$ cat src/rtl/action_arbiter.sv
// -----------------------------------------------------------------------------
// action_arbiter
// Grants one of two player action requests and presents the granted action
// for HOLD_CYCLES cycles, followed by a COOLDOWN_CYCLES idle gap.
//
// Build option:
//   ACTION_ARB_P0_PRIORITY_EN  defined   -> fixed priority, player 0 wins ties
//                              undefined -> round-robin between the players
//
// Parameters:
//   HOLD_CYCLES      cycles a granted action is presented (1..255)
//   COOLDOWN_CYCLES  idle cycles after each action (0..255)
//
// Ports:
//   clock      in   rising-edge clock
//   reset      in   synchronous, active-high reset
//   p0_req     in   player 0 request (level, held until p0_ack)
//   p0_act     in   player 0 action code
//   p1_req     in   player 1 request (level, held until p1_ack)
//   p1_act     in   player 1 action code
//   p0_ack     out  one-cycle grant pulse for player 0
//   p1_ack     out  one-cycle grant pulse for player 1
//   act_valid  out  high while the granted action is presented
//   act_code   out  presented action code, Run (100) when not valid
//   act_owner  out  owner of the current / last presented action
//   busy       out  high whenever the arbiter is not idle
// -----------------------------------------------------------------------------
module action_arbiter #(
    parameter int unsigned HOLD_CYCLES     = 4,
    parameter int unsigned COOLDOWN_CYCLES = 2
) (
    input  logic       clock,
    input  logic       reset,
    input  logic       p0_req,
    input  logic [2:0] p0_act,
    input  logic       p1_req,
    input  logic [2:0] p1_act,
    output logic       p0_ack,
    output logic       p1_ack,
    output logic       act_valid,
    output logic [2:0] act_code,
    output logic       act_owner,
    output logic       busy
);

    localparam int unsigned CNT_W    = 8;
    localparam int unsigned CODE_W   = 3;
    localparam logic [CNT_W-1:0]  HOLD_LD = CNT_W'(HOLD_CYCLES);
    localparam logic [CNT_W-1:0]  COOL_LD = CNT_W'(COOLDOWN_CYCLES);
    localparam logic [CODE_W-1:0] CODE_RUN = 3'b100;

    typedef enum logic [1:0] {
        ST_IDLE = 2'd0,
        ST_HOLD = 2'd1,
        ST_COOL = 2'd2
    } state_t;

    state_t              state_q;
    logic [CNT_W-1:0]    cnt_q;
    logic                p0_ack_q;
    logic                p1_ack_q;
    logic                act_valid_q;
    logic [CODE_W-1:0]   act_code_q;
    logic                act_owner_q;
    logic                busy_q;

    // Grant decision for the current IDLE evaluation
    logic                win_owner_d;
    logic [CODE_W-1:0]   win_code_d;

`ifndef ACTION_ARB_P0_PRIORITY_EN
    // Round-robin pointer: the player granted most recently
    logic                last_q;
`endif

    // Winner selection: a lone requester always wins; ties go by build option
    always_comb begin
        win_owner_d = 1'b0;
        if (p0_req && p1_req) begin
`ifdef ACTION_ARB_P0_PRIORITY_EN
            win_owner_d = 1'b0;
`else
            win_owner_d = ~last_q;
`endif
        end else if (p1_req) begin
            win_owner_d = 1'b1;
        end
    end

    // Illegal codes (101..111) are still granted but presented as Run
    always_comb begin
        win_code_d = win_owner_d ? p1_act : p0_act;
        if (win_code_d > CODE_RUN) begin
            win_code_d = CODE_RUN;
        end
    end

    // State machine with registered outputs
    always_ff @(posedge clock) begin
        if (reset) begin
            state_q     <= ST_IDLE;
            cnt_q       <= '0;
            p0_ack_q    <= 1'b0;
            p1_ack_q    <= 1'b0;
            act_valid_q <= 1'b0;
            act_code_q  <= CODE_RUN;
            act_owner_q <= 1'b0;
            busy_q      <= 1'b0;
`ifndef ACTION_ARB_P0_PRIORITY_EN
            last_q      <= 1'b1;
`endif
        end else begin
            p0_ack_q <= 1'b0;
            p1_ack_q <= 1'b0;
            case (state_q)
                ST_IDLE: begin
                    if (p0_req || p1_req) begin
                        state_q     <= ST_HOLD;
                        cnt_q       <= HOLD_LD;
                        act_valid_q <= 1'b1;
                        act_code_q  <= win_code_d;
                        act_owner_q <= win_owner_d;
                        busy_q      <= 1'b1;
                        p0_ack_q    <= ~win_owner_d;
                        p1_ack_q    <= win_owner_d;
`ifndef ACTION_ARB_P0_PRIORITY_EN
                        last_q      <= win_owner_d;
`endif
                    end
                end
                ST_HOLD: begin
                    // Counter holds the cycles left including the current one
                    if (cnt_q <= 8'd1) begin
                        act_valid_q <= 1'b0;
                        act_code_q  <= CODE_RUN;
                        if (COOL_LD != 8'd0) begin
                            state_q <= ST_COOL;
                            cnt_q   <= COOL_LD;
                            busy_q  <= 1'b1;
                        end else begin
                            state_q <= ST_IDLE;
                            cnt_q   <= '0;
                            busy_q  <= 1'b0;
                        end
                    end else begin
                        cnt_q <= cnt_q - 8'd1;
                    end
                end
                ST_COOL: begin
                    if (cnt_q <= 8'd1) begin
                        state_q <= ST_IDLE;
                        cnt_q   <= '0;
                        busy_q  <= 1'b0;
                    end else begin
                        cnt_q <= cnt_q - 8'd1;
                    end
                end
                default: begin
                    state_q     <= ST_IDLE;
                    cnt_q       <= '0;
                    act_valid_q <= 1'b0;
                    act_code_q  <= CODE_RUN;
                    busy_q      <= 1'b0;
                end
            endcase
        end
    end

    assign p0_ack    = p0_ack_q;
    assign p1_ack    = p1_ack_q;
    assign act_valid = act_valid_q;
    assign act_code  = act_code_q;
    assign act_owner = act_owner_q;
    assign busy      = busy_q;

endmodule

$ cat config.mk
export PLATFORM = sky130hd
export DESIGN_NAME = action_arbiter
export DESIGN_NICKNAME = d
export VERILOG_FILES = /design/src/rtl/action_arbiter.sv
export SDC_FILE = /design/constraint.sdc
export NUM_CORES = 1
export LEC_CHECK = 0
export BUFFER_PORTS_ARGS = -buffer_cell sky130_fd_sc_hd__buf_2
export CAP_MARGIN = 20
export CORE_ASPECT_RATIO = 0.6
export CORE_MARGIN = 2
export CORE_UTILIZATION = 34
export CTS_CLUSTER_SIZE = 20
export DETAILED_ROUTE_END_ITERATION = 6
export SETUP_SLACK_MARGIN = 0.4
export SLEW_MARGIN = 30
export SYNTH_ARGS = -nofsm -noshare
export SYNTH_HDL_FRONTEND = slang
export SYNTH_SLANG_ARGS = --single-unit
$ cat constraint.sdc
create_clock -name clock -period 1.6 [get_ports clock]
set_clock_uncertainty 0.1 [all_clocks]
set_input_delay 0.32 -clock clock [delete_from_list [all_inputs] [get_ports clock]]
set_output_delay 0.32 -clock clock [all_outputs]
set_load 0.02 [all_outputs]
# Word-level counts from Yosys, hierarchy flattened
# Index checks and enable logic that the tools add are counted.
[classes] n_eq_ne=5 add_sub_neg=1 n_reduce_logical=7 bitwise_logic=5 order_cmp=2 n_mux=20
[op_table] cell="2-to-1 mux 8 bit" count=3
[op_table] cell="case mux 8 bit (3 select lines)" count=1
[op_table] cell="2-to-1 mux 3 bit" count=4
[op_table] cell="case mux 3 bit (3 select lines)" count=1
[op_table] cell="less-or-equal comparator 8 x 1 -> 1 bit, second input constant" count=1
[op_table] cell="subtractor 8 x 1 -> 8 bit, second input constant" count=1
[op_table] cell="2-to-1 mux 2 bit" count=3
[op_table] cell="inequality test 2 bit, second input constant" count=3
[op_table] cell="case mux 1 bit (3 select lines)" count=2
[op_table] cell="case mux 2 bit (3 select lines)" count=1
[op_table] cell="AND reduction 3 bit" count=2
[op_table] cell="2-to-1 mux 1 bit" count=5
[op_table] cell="inverter 1 bit" count=5
[op_table] cell="> comparator 3 bit, second input constant" count=1
[op_table] cell="OR reduction 3 bit" count=1
[op_table] cell="equality test 2 x 1 -> 1 bit, second input constant" count=1
[op_table] cell="equality test 2 bit, second input constant" count=1
[op_table] cell="zero test 2 bit" count=1
[op_table] cell="AND reduction 2 bit" count=1
[op_table] cell="logical AND 1 bit" count=1
[op_table] cell="logical OR 1 bit" count=1
[totals] reg_bits=19 elab_cells=49 input_bits=10

# Longest topological paths before layout
[depth] ltp_word=7 ltp_mapped=6 depth_no_buf=6

# Worst setup path after synthesis
# Ideal clock, no wire load.
[synth_path] path_kind="register to register" startpoint="reg cnt_q[0]" endpoint="reg cnt_q[1]" period_less_slack_ns=1.776 setup_ns=0.074 t_arrival_ns=1.602 slack_ns=-0.176 stages_incl_launch_ff=7 cell_sequence="dfxtp_1 -> inv_1 -> ha_1 -> o21bai_1 -> nor3_2 -> or4_1 -> a31oi_1"
[synth_between] elab_chain_len=3 elab_cells_between_ends=5 classes_between="1 x add/sub; 1 x order compare; 3 x mux"
[synth_lines] element="start, declared" line_no="59" source="logic [CNT_W-1:0] cnt_q;"
[synth_lines] element="start signal, assigned" line_no="146" source="cnt_q <= cnt_q - 8'd1;"
[synth_lines] element="start signal, assigned" line_no="155" source="cnt_q <= cnt_q - 8'd1;"
[synth_lines] element="subtractor 8 x 1 -> 8 bit or less-or-equal comparator 8 x 1 -> 1 bit (tied branches)"
[synth_lines] element="2-to-1 mux 8 bit, on equally long branches" line_no="150, 133"
[synth_lines] element="case mux 8 bit (3 select lines) (*)" line_no="115" source="case (state_q)"
# Every way passes the cells marked *; elsewhere a longest branch is shown, timed or not.
# A chain may end at the register's enable or synchronous reset.

# Final worst setup path
[layout_path] startpoint="reg cnt_q[5]" endpoint="reg cnt_q[7]"
# The elaborated chain is that of the path after synthesis.

==> impl_results.md <==
* Crit path DAT at 1.76 ns
* Flop2flop setup slack at -0.11 ns
* Synth top cells by count: 19 x dfxtp_1, 9 x nor2_1, 8 x inv_1, 8 x nand2_1, 6 x a21oi_1
* # clock sinks at 19
* Initial core utilization at 0.349
* WL per Instance at 14.6 microns
* Post-synth cell types at 41
* Ant diodes at 0
* Hold Path Sink: act_code[2]$_SDFFE_PP1P_
* Cell count after synthesis at between 100 and 150
* Design Area, Final at 1480 sq um
* Reg-to-reg endpoint: cnt_q[7]$_SDFFE_PP0P_
* Core Rows at 15
* Num CTS Buffers at 3
* Core ar. at 2820 sq um
* Most area-hungry cell type in the Yosys netlist: dfxtp_1
* Critical path's slowest cell: or4_4
* Largest net degree at the start of global routing at 13
* Router iterations before antenna repair at 4
* Die height at 45.7 microns
* Final Max Slew Viols at 0
* Overflow after GRT at 0
* Estimated wirelength of the detail-placed design at about 1900 microns
* Worst slew pin tran at 0.410 ns
* WL final at 2670 microns
* Slew HR at 0.724
* Worst setup slack after layout at -0.105 ns
* Vias in the first global route at 888
* Worst r2r src: cnt_q[5]$_SDFFE_PP0P_
* RSZ-0062 raised after global routing: yes
* Fmax at slightly below 600 MHz
* Syn avg cell area at between 8 and 9 sq um
* All-Layer GR Usage at 0.174
* Post-layout minimum cycle time at 1.71 ns
* CP Class: reg2reg
* Final Hold Viols at 0
* Initial antenna violation count at 0
* Number of vias per cell at 5.22
* Synthesized net count at about 120
* Synth top area share at 0.387
* Hold Buf Count CTS at 0
* Routability cong. at 0.814
* Maximum vdd drop at 0.00122 V
* NumNets Final at 162
* Synth Register Bits at 19
* Hold Path Origin: p0_act[2]
* Layout cells sized above 1 at 0.517
* CP Cell Sequence: or4_4 -> buf_4 -> nor4b_4 -> xnor2_1 -> nor2_2
* Slowest stage delay, CP at 0.59 ns
* Hold Crit Class: in2reg
* Post-Syn Area at ~980 sq um
* Max-cap viol count at 0
* Final core occ at 0.526
* Most common cell in the netlist: dfxtp_1
* Synth Warn # at 0
* First-pass GRT wire length at 4220 microns
* Ranking of synthesized cells by area: dfxtp_1 39%, xnor2_1 4.5%, nor2_1 3.4%, nor4_1 3.2%, a21oi_1 3.1%
* CP endpoint kind: register
* Fin crit share at 1.07
* Failing checks: setup timing
* Placed inst area at ~1300 sq um
* Register area share after synthesis at 0.387
* DIE WIDTH at 73.4 microns
* CTS clock-pin slew for the worst setup and hold paths at 0.07 ns
* Initial drt markers at 39
* Crit path max fanout at 4
* Port buffer count at 17
* Post-route DRC at 0
* Worst Path Required at 1.66 ns
* Antenna viol nets, final at 0
* Fraction of registers with async set/reset at 0
* WHS Path Cells at 3
* Fin cells at 183
* Pwr Density at 2540 nW/um^2
* Area grow syn2layout at 50.6%
* CTS tree: yes
* Clock Path Buffers at 2
* Die ar. at approximately 3400 sq um
* Status: finished with violations
* Cell count after placement at about 180
* Clock Latency Late Sink at 0.26 ns
* Root Buffer Master: clkbuf_8
* Final setup violation count at 6
* Htree depth at 1
* Via Count at about 960
* Most common flop cell mapped by yosys: dfxtp_1
* Pleak at 0.583 nW
* Number of flops mapped to enable cells by yosys at 0
* IO Count at 18
* CP Launch Type: register
* Worst R2R Path Depth at 5
## cell families after synthesis
group | share of synthesized area
AND/OR/NAND/NOR | 0.262
AO/OA/AOI/OAI | 0.205
flip-flops | 0.387
buffers and inverters | 0.0458
XOR/XNOR | 0.0445
multiplexers | 0.0305
adder cells (fa/ha/maj) | 0.0254
## routing by layer
layer	up-vias	GRT usage	routed length, microns	part of all wire
met5	-	0	0	0
met2	11	0.258	1210	0.45
met1	463	0.236	1390	0.52
met4	0	0.0655	22	0.0082
met3	2	0.0597	56	0.021
li1	479	-	-	-
## what timing repair did
item                       in CTS  in global routing
resized for setup              13                 14
buffers inserted                2                  2
pin swaps                       9                  7
setup endpoints to repair      20                 23
hold endpoints to repair        0                  0
## stage by stage
| stage | setup TNS, ns | setup WS [ns] | power [mW] | hold WS (ns) |
|---|---|---|---|---|
| global route | -0.691 | -0.124 | 4.01 | 0.321 |
| global placement | -0.0240 | -0.0142 | 2.91 | 0.338 |
| finish | -0.275 | -0.105 | 3.76 | 0.301 |
| floorplan | 0 | 0.0114 | 2.32 | 0.339 |
| detailed placement | -0.128 | -0.0486 | 2.94 | 0.355 |
| CTS | -0.0603 | -0.0409 | 3.56 | 0.294 |
## registers in the layout, indices dropped and copies added (netlist names)
signal,cells
cnt_q,8
act_code,3
state_q,2
act_owner,1
act_valid,1
busy,1
last_q,1
p0_ack,1
p1_ack,1
## area by class of cell
| cell class | instances | area (sq um) |
|---|---|---|
| clock buffer | 4 | 45.0 |
| multi-input combinational | 80 | 701 |
| timing repair buffer | 38 | 265 |
| tap | 34 | 42.5 |
| fill | 257 | 1330 |
| sequential | 19 | 398 |
| inverter | 8 | 30.0 |
## worst max-delay path: cells and delay by family, from the launching register on
kind	cells	cell delay (ns)
DFF	1	0.33
and+or+nand+nor	3	0.85
buffers and inverters	1	0.17
xor gates and xnor gates	1	0.16
## worst max-delay path by stage
stage                               endpoint  cells past startpoint                   from
floorplan           act_code[1]$_SDFFE_PP0P_                      4  cnt_q[5]$_SDFFE_PP0P_
global placement     state_q[1]$_SDFFE_PP0P_                      4  cnt_q[3]$_SDFFE_PP0P_
detailed placement  act_code[0]$_SDFFE_PP0P_                      4  cnt_q[3]$_SDFFE_PP0P_
CTS                 act_code[1]$_SDFFE_PP0P_                      4  cnt_q[3]$_SDFFE_PP0P_
global route        act_code[0]$_SDFFE_PP0P_                      4  cnt_q[5]$_SDFFE_PP0P_
finish                 cnt_q[7]$_SDFFE_PP0P_                      5  cnt_q[5]$_SDFFE_PP0P_
## cell usage in the layout (no fill, tap or decap), drive strengths merged, types with 2 or more instances in the layout
| cell | instances |
|---|---|
| buf | 38 |
| dfxtp | 19 |
| nor2 | 10 |
| nand2 | 8 |
| inv | 8 |
| a21oi | 7 |
| nor4 | 7 |
| o21ai | 6 |
| xnor2 | 5 |
| clkbuf | 4 |
| nor2b | 3 |
| mux2i | 3 |
| nand2b | 3 |
| a31oi | 3 |
| or3 | 2 |
| ha | 2 |
| or4 | 2 |
| o31ai | 2 |
| nor3 | 2 |
| nor4b | 2 |
## where the power goes
| group | switching, mW | internal (mW) | total (mW) |
|---|---|---|---|
| clock | 0.163 | 0.177 | 0.340 |
| sequential | 0.232 | 0.689 | 0.921 |
| combinational | 1.20 | 1.29 | 2.50 |
| total | 1.60 | 2.16 | 3.76 |
(Power assumes the default switching activity.)
